$ cat src/rtl/systolic_pkg.sv
// Shared constants and the signed clamp/truncate helper used by the systolic PE.
// Values are carried at MAXW bits, so every width used with the helper must be below 64.
package systolic_pkg;

    localparam int DEF_DW = 8;
    localparam int DEF_AW = 24;
    localparam int DEF_OW = 16;
    localparam int MAXW   = 64;

    localparam logic signed [MAXW-1:0] ONE = 1;

    typedef struct packed {
        logic signed [MAXW-1:0] val;
        logic                   clip;
    } reduce_t;

    // Reduce a sign-extended value to outW bits: clamp when sat is set, otherwise keep the low bits.
    function automatic reduce_t satReduce(input logic signed [MAXW-1:0] v,
                                          input int outW,
                                          input logic sat);
        logic signed [MAXW-1:0] hi;
        logic signed [MAXW-1:0] lo;
        logic signed [MAXW-1:0] wrapped;
        reduce_t r;
        hi      = (ONE <<< (outW - 1)) - ONE;
        lo      = -hi - ONE;
        wrapped = (v <<< (MAXW - outW)) >>> (MAXW - outW);
        r.clip  = (v > hi) || (v < lo);
        r.val   = !r.clip ? v : (sat ? ((v > hi) ? hi : lo) : wrapped);
        return r;
    endfunction

endpackage

$ cat src/rtl/systolic_pe_sat.sv
// Combinational width reducer: clamps or wraps a signed value to OUT_W bits.
// o_clip flags any value that does not fit in OUT_W bits.
module pe_sat
    import systolic_pkg::*;
#(
    parameter int IN_W  = 25,
    parameter int OUT_W = 24,
    parameter int SAT   = 1
)(
    input  logic signed [IN_W-1:0]  i_val,
    output logic signed [OUT_W-1:0] o_val,
    output logic                    o_clip
);

    logic signed [MAXW-1:0] w_ext;
    reduce_t                w_red;

    assign w_ext  = {{(MAXW-IN_W){i_val[IN_W-1]}}, i_val};
    assign w_red  = satReduce(w_ext, OUT_W, SAT != 0);
    assign o_val  = w_red.val[OUT_W-1:0];
    assign o_clip = w_red.clip;

endmodule

$ cat src/rtl/systolic_pe.sv
// Output-stationary systolic processing element: forwards x/w/flush one hop,
// accumulates x*w, and drops its result into a left-to-right drain chain on flush.
module systolic_pe
    import systolic_pkg::*;
#(
    parameter int DW  = DEF_DW,
    parameter int AW  = DEF_AW,
    parameter int OW  = DEF_OW,
    parameter int SAT = 1
)(
    input  logic                 clk,
    input  logic                 rst,
    input  logic                 en,
    input  logic signed [DW-1:0] x_in,
    input  logic                 x_vld_in,
    input  logic signed [DW-1:0] w_in,
    input  logic                 w_vld_in,
    input  logic                 flush_left,
    input  logic                 flush_up,
    input  logic signed [OW-1:0] y_in,
    input  logic                 y_vld_in,
    output logic signed [DW-1:0] x_out,
    output logic                 x_vld_out,
    output logic signed [DW-1:0] w_out,
    output logic                 w_vld_out,
    output logic                 flush_right,
    output logic                 flush_down,
    output logic signed [OW-1:0] y_out,
    output logic                 y_vld_out,
    output logic                 ovf,
    output logic                 coll
);

    logic signed [2*DW-1:0] w_prodRaw;
    logic signed [2*DW-1:0] w_prod;
    logic signed [AW:0]     w_sum;
    logic signed [AW-1:0]   w_accNext;
    logic signed [OW-1:0]   w_result;
    logic                   w_accClip;
    logic                   w_resClip;
    logic                   w_mac;
    logic                   w_flush;

    logic signed [AW-1:0]   r_acc;
    logic signed [DW-1:0]   r_xOut;
    logic signed [DW-1:0]   r_wOut;
    logic                   r_xVld;
    logic                   r_wVld;
    logic                   r_flush;
    logic signed [OW-1:0]   r_yOut;
    logic                   r_yVld;
    logic                   r_ovf;
    logic                   r_coll;

    assign w_mac     = x_vld_in & w_vld_in;
    assign w_flush   = flush_left | flush_up;
    assign w_prodRaw = x_in * w_in;
    assign w_prod    = w_mac ? w_prodRaw : '0;
    // One guard bit above the accumulator so the adder can never overflow before reduction.
    assign w_sum     = $signed({r_acc[AW-1], r_acc})
                     + $signed({{(AW+1-2*DW){w_prod[2*DW-1]}}, w_prod});

    pe_sat #(.IN_W(AW+1), .OUT_W(AW), .SAT(SAT)) u_accSat (
        .i_val  (w_sum),
        .o_val  (w_accNext),
        .o_clip (w_accClip)
    );

    pe_sat #(.IN_W(AW), .OUT_W(OW), .SAT(SAT)) u_resSat (
        .i_val  (w_accNext),
        .o_val  (w_result),
        .o_clip (w_resClip)
    );

    // A flush emits the acc including this cycle's product and takes the drain slot from y_in.
    always_ff @(posedge clk) begin
        if (rst) begin
            r_acc   <= '0;
            r_xOut  <= '0;
            r_wOut  <= '0;
            r_xVld  <= 1'b0;
            r_wVld  <= 1'b0;
            r_flush <= 1'b0;
            r_yOut  <= '0;
            r_yVld  <= 1'b0;
            r_ovf   <= 1'b0;
            r_coll  <= 1'b0;
        end else if (en) begin
            r_xOut  <= x_in;
            r_xVld  <= x_vld_in;
            r_wOut  <= w_in;
            r_wVld  <= w_vld_in;
            r_flush <= w_flush;
            if (w_flush) begin
                r_yOut <= w_result;
                r_yVld <= 1'b1;
                r_acc  <= '0;
            end else begin
                r_yOut <= y_in;
                r_yVld <= y_vld_in;
                r_acc  <= w_accNext;
            end
            if (w_accClip || (w_flush && w_resClip))
                r_ovf <= 1'b1;
            if (w_flush && y_vld_in)
                r_coll <= 1'b1;
        end
    end

    assign x_out       = r_xOut;
    assign x_vld_out   = r_xVld;
    assign w_out       = r_wOut;
    assign w_vld_out   = r_wVld;
    assign flush_right = r_flush;
    assign flush_down  = r_flush;
    assign y_out       = r_yOut;
    assign y_vld_out   = r_yVld;
    assign ovf         = r_ovf;
    assign coll        = r_coll;

endmodule

$ cat config.mk
export PLATFORM = sky130hd
export DESIGN_NAME = systolic_pe
export DESIGN_NICKNAME = d
export VERILOG_FILES = /design/src/rtl/systolic_pkg.sv /design/src/rtl/systolic_pe_sat.sv /design/src/rtl/systolic_pe.sv
export SDC_FILE = /design/constraint.sdc
export NUM_CORES = 1
export LEC_CHECK = 0
export ABC_AREA = 1
export CAP_MARGIN = 20
export CORE_MARGIN = 2
export CORE_UTILIZATION = 25
export CTS_CLUSTER_DIAMETER = 80
export DETAILED_ROUTE_END_ITERATION = 16
export GPL_TIMING_DRIVEN = 0
export PLACE_DENSITY = 0.47
export SLEW_MARGIN = 20
export SYNTH_ARGS = -nofsm -noshare
export SYNTH_HDL_FRONTEND = slang
export SYNTH_SLANG_ARGS = --single-unit
$ cat constraint.sdc
create_clock -name clk -period 11.7 [get_ports clk]
set_input_delay 2.34 -clock clk [delete_from_list [all_inputs] [get_ports clk]]
set_output_delay 2.34 -clock clk [all_outputs]
set_load 0.02 [all_outputs]
==> results.json <==
{
  "rsz0062_at_grt": "no",
  "path_clk_slew_ps": 60,
  "end_kind": "register",
  "synth_cells": 1006,
  "crit_path_top_delay_cell": "clkdlybuf4s50_1",
  "p_sw_mw": 0.787,
  "start_util": 0.254,
  "max-cap-violations": 0,
  "synth_top_area_cell": "dfxtp_1",
  "tns_ps": 0,
  "drv_slew": 0,
  "pin_count": 79,
  "cts_buffer_depth": 2,
  "clk_latency_ps": 330,
  "grt_max_degree": 12,
  "overflow": 0,
  "area_delta_synth_final_pct": 20.2,
  "place.detailed.hpwl_um": 15000,
  "cts.sinks": 62,
  "dr.first_iter.drc_count": 273,
  "r2r-start": "r_acc[2]",
  "grt_usage": 0.136,
  "crit_arrival_ps": 9840,
  "core-area_um2": 26800,
  "grt_pass1_wl_um": 30900,
  "first_global_vias": 6198,
  "numCtsBuffers": 9,
  "busiest_layer": "met2",
  "cts-root-buf": "clkbuf_16",
  "routed_wl_um": 18400,
  "cpPeakStageDelay_ps": 580,
  "pwr-share-seq": 0.161,
  "fin_crit_sh": 0.818,
  "finalClockSkew_ps": 7.08,
  "cts_resized": 0,
  "num_antenna_cells": 0,
  "r2r_slack_ps": 8150,
  "drc": 0,
  "hold_path_class": "reg2reg",
  "startpoint": "w_in[7]",
  "cellLeakagePower_nw": 4.06,
  "fp.dieArea_um2": 28600,
  "routed_via_density": 4.29,
  "power_density_nw_per_um2": 199,
  "worstSetupStartpointType": "input port",
  "finalHoldViolCount": 0,
  "drive_above_1_share": 0.0822,
  "die_y_um": 169,
  "layout.nets": 1221,
  "r2r-end": "y_out[0]",
  "num_rows": 60,
  "worst_pin_slew_ps": 811,
  "drtPass1Iterations": 4,
  "synth.distinct_cells": 39,
  "htree_levels": 3,
  "ys.warnings.count": 0,
  "mappedNetlistArea_um2": 6800,
  "port_buffers": 61,
  "p_clk_frac": 0.184,
  "hold_buffers": 0,
  "intPower_mw": 0.844,
  "synth_top_area_frac": 0.182,
  "fmax_mhz": 104,
  "setup_viol": 0,
  "ys_ff_latch": 62,
  "swShare": 0.482,
  "ant_nets": 0,
  "worstRegToRegCells": 23,
  "crit_type": "in2reg",
  "cp-endpoint": "y_out[0]",
  "cts_tree": "built",
  "crit_top_cell": "nand2_1",
  "vias": 6103,
  "slew_headroom": 0.457,
  "met3_usage": 0.0189,
  "die_x_um": 169,
  "wire_per_inst_um": 12.9,
  "irDropWorstVdd_v": 0.0000857,
  "gp_congestion": 0.785,
  "synth_area_per_cell_um2": 6.76,
  "cts_setup_buffers": 0,
  "worstPathMaxFanout": 10,
  "utilization": 0.305,
  "comb_power_share": 0.655,
  "antenna_found_initial": 0,
  "fin_crit_ps": 9580,
  "syn_nets": 1149,
  "synthTopCellsByArea": "dfxtp_1 18%, fa_1 16%, nand2_1 14%",
  "grtUsageMet2": 0.231,
  "grtUsageMet1": 0.178,
  "status": "finished, final reports clean",
  "yosysSeqAreaShare": 0.182,
  "worstPathRequired_ps": 11960
}
## power groups by stage
stage | Sequential, mW | Clock, mW | Combinational (mW)
2_1_floorplan | 0.293 | 0 | 0.782
3_3_place_gp | 0.268 | 0 | 1.08
3_5_place_dp | 0.267 | 0 | 1.07
4_1_cts | 0.264 | 0.307 | 1.08
5_1_grt | 0.267 | 0.318 | 1.23
6_report | 0.263 | 0.300 | 1.07
## sequential cells by signal, summed over array words and instances (netlist names)
signal,count
r_acc,24
y_out,16
w_out,8
x_out,8
coll,1
flush_down,1
ovf,1
w_vld_out,1
x_vld_out,1
y_vld_out,1
## per-stage QoR
stage / instances / worst slack [ps] / total power [mW] / area [µm²] / hold slack (ps)
detailed placement: 1408 / 1740 / 1.34 / 7840 / 446
global route: 1424 / 1340 / 1.81 / 8180 / 491
global placement: 1408 / 1720 / 1.34 / 7840 / 448
CTS: 1424 / 2070 / 1.65 / 8180 / 459
finish: 1424 / 2120 / 1.63 / 8180 / 463
floorplan: 1006 / 2860 / 1.07 / 6800 / 450
## layout by cell type (no fill, tap or decap), types with 2 or more instances in the layout
master	n
xnor2_1	15
nand2_4	7
nor2_1	102
nor2_2	5
ha_1	47
nand2_1	245
clkbuf_1	38
buf_6	3
inv_2	7
xor2_1	7
nand3_1	51
dfxtp_1	62
inv_1	179
a21oi_2	11
nand3b_1	3
o41ai_1	3
clkbuf_16	9
buf_2	3
fa_1	56
clkbuf_8	2
o21bai_1	3
a31oi_1	4
nor3_1	4
nand3_2	11
clkdlybuf4s50_1	61
a21oi_1	72
nand2_2	20
o21ai_0	34
bufinv_16	2
## worst max-delay path: cells and delay by family
kind	cells	cell delay [ps]
compound gates	9	1290
fa+ha+maj	6	2840
buf+inv	12	1490
simple gates	19	1870
## cell usage after synthesis
library cell	n
nand2_1	245
inv_1	179
nor2_1	102
a21oi_1	72
dfxtp_1	62
fa_1	56
nand3_1	51
ha_1	47
clkbuf_1	38
o21ai_0	34
nand2_2	20
xnor2_1	15
a21oi_2	11
nand3_2	11
inv_2	7
nand2_4	7
xor2_1	7
nor2_2	5
a31oi_1	4
nor3_1	4
buf_2	3
buf_6	3
nand3b_1	3
o21bai_1	3
o41ai_1	3
a211oi_1	1
buf_4	1
buf_8	1
clkinv_1	1
nand4_1	1
nor2_4	1
nor2_8	1
o2111ai_1	1
o211ai_1	1
o21a_1	1
o21ai_2	1
o221ai_1	1
or2_1	1
or2_2	1
## kinds of logic after synthesis
family          Yosys count  share of synthesized area
compound gates          133                      0.110
xor+xnor                 22                     0.0283
fa+ha+maj               103                      0.251
buf+inv                 233                      0.135
flops                    62                      0.182
simple gates            453                      0.293
## per-layer routing
metal | share of wire | vias to the layer above | wire length (µm)
li1 | - | 3236 | -
met2 | 0.46 | 84 | 8400
met1 | 0.50 | 2762 | 9140
met4 | 0.020 | 0 | 374
met3 | 0.027 | 21 | 500
met5 | 0 | - | 0
## cell type report
| type | count | area (µm²) |
|---|---|---|
| buffer | 46 | 214 |
| clock buffer | 11 | 253 |
| clock inverter | 5 | 81.3 |
| fill | 2896 | 18600 |
| inverter | 187 | 702 |
| multi-input combinational | 711 | 4650 |
| sequential | 62 | 1240 |
| tap | 341 | 427 |
| timing repair buffer | 61 | 611 |
## worst min path at each step
stage	start	endpoint	depth (start not counted)	slack, ps
3_5_place_dp	coll	coll	2	450
2_1_floorplan	r_acc[0]	r_acc[0]	2	450
4_1_cts	coll	coll	2	460
6_report	coll	coll	2	460
3_3_place_gp	coll	coll	2	450
5_1_grt	y_out[5]	y_out[5]	2	490
No activity file was read; power rests on OpenSTA's default activity.
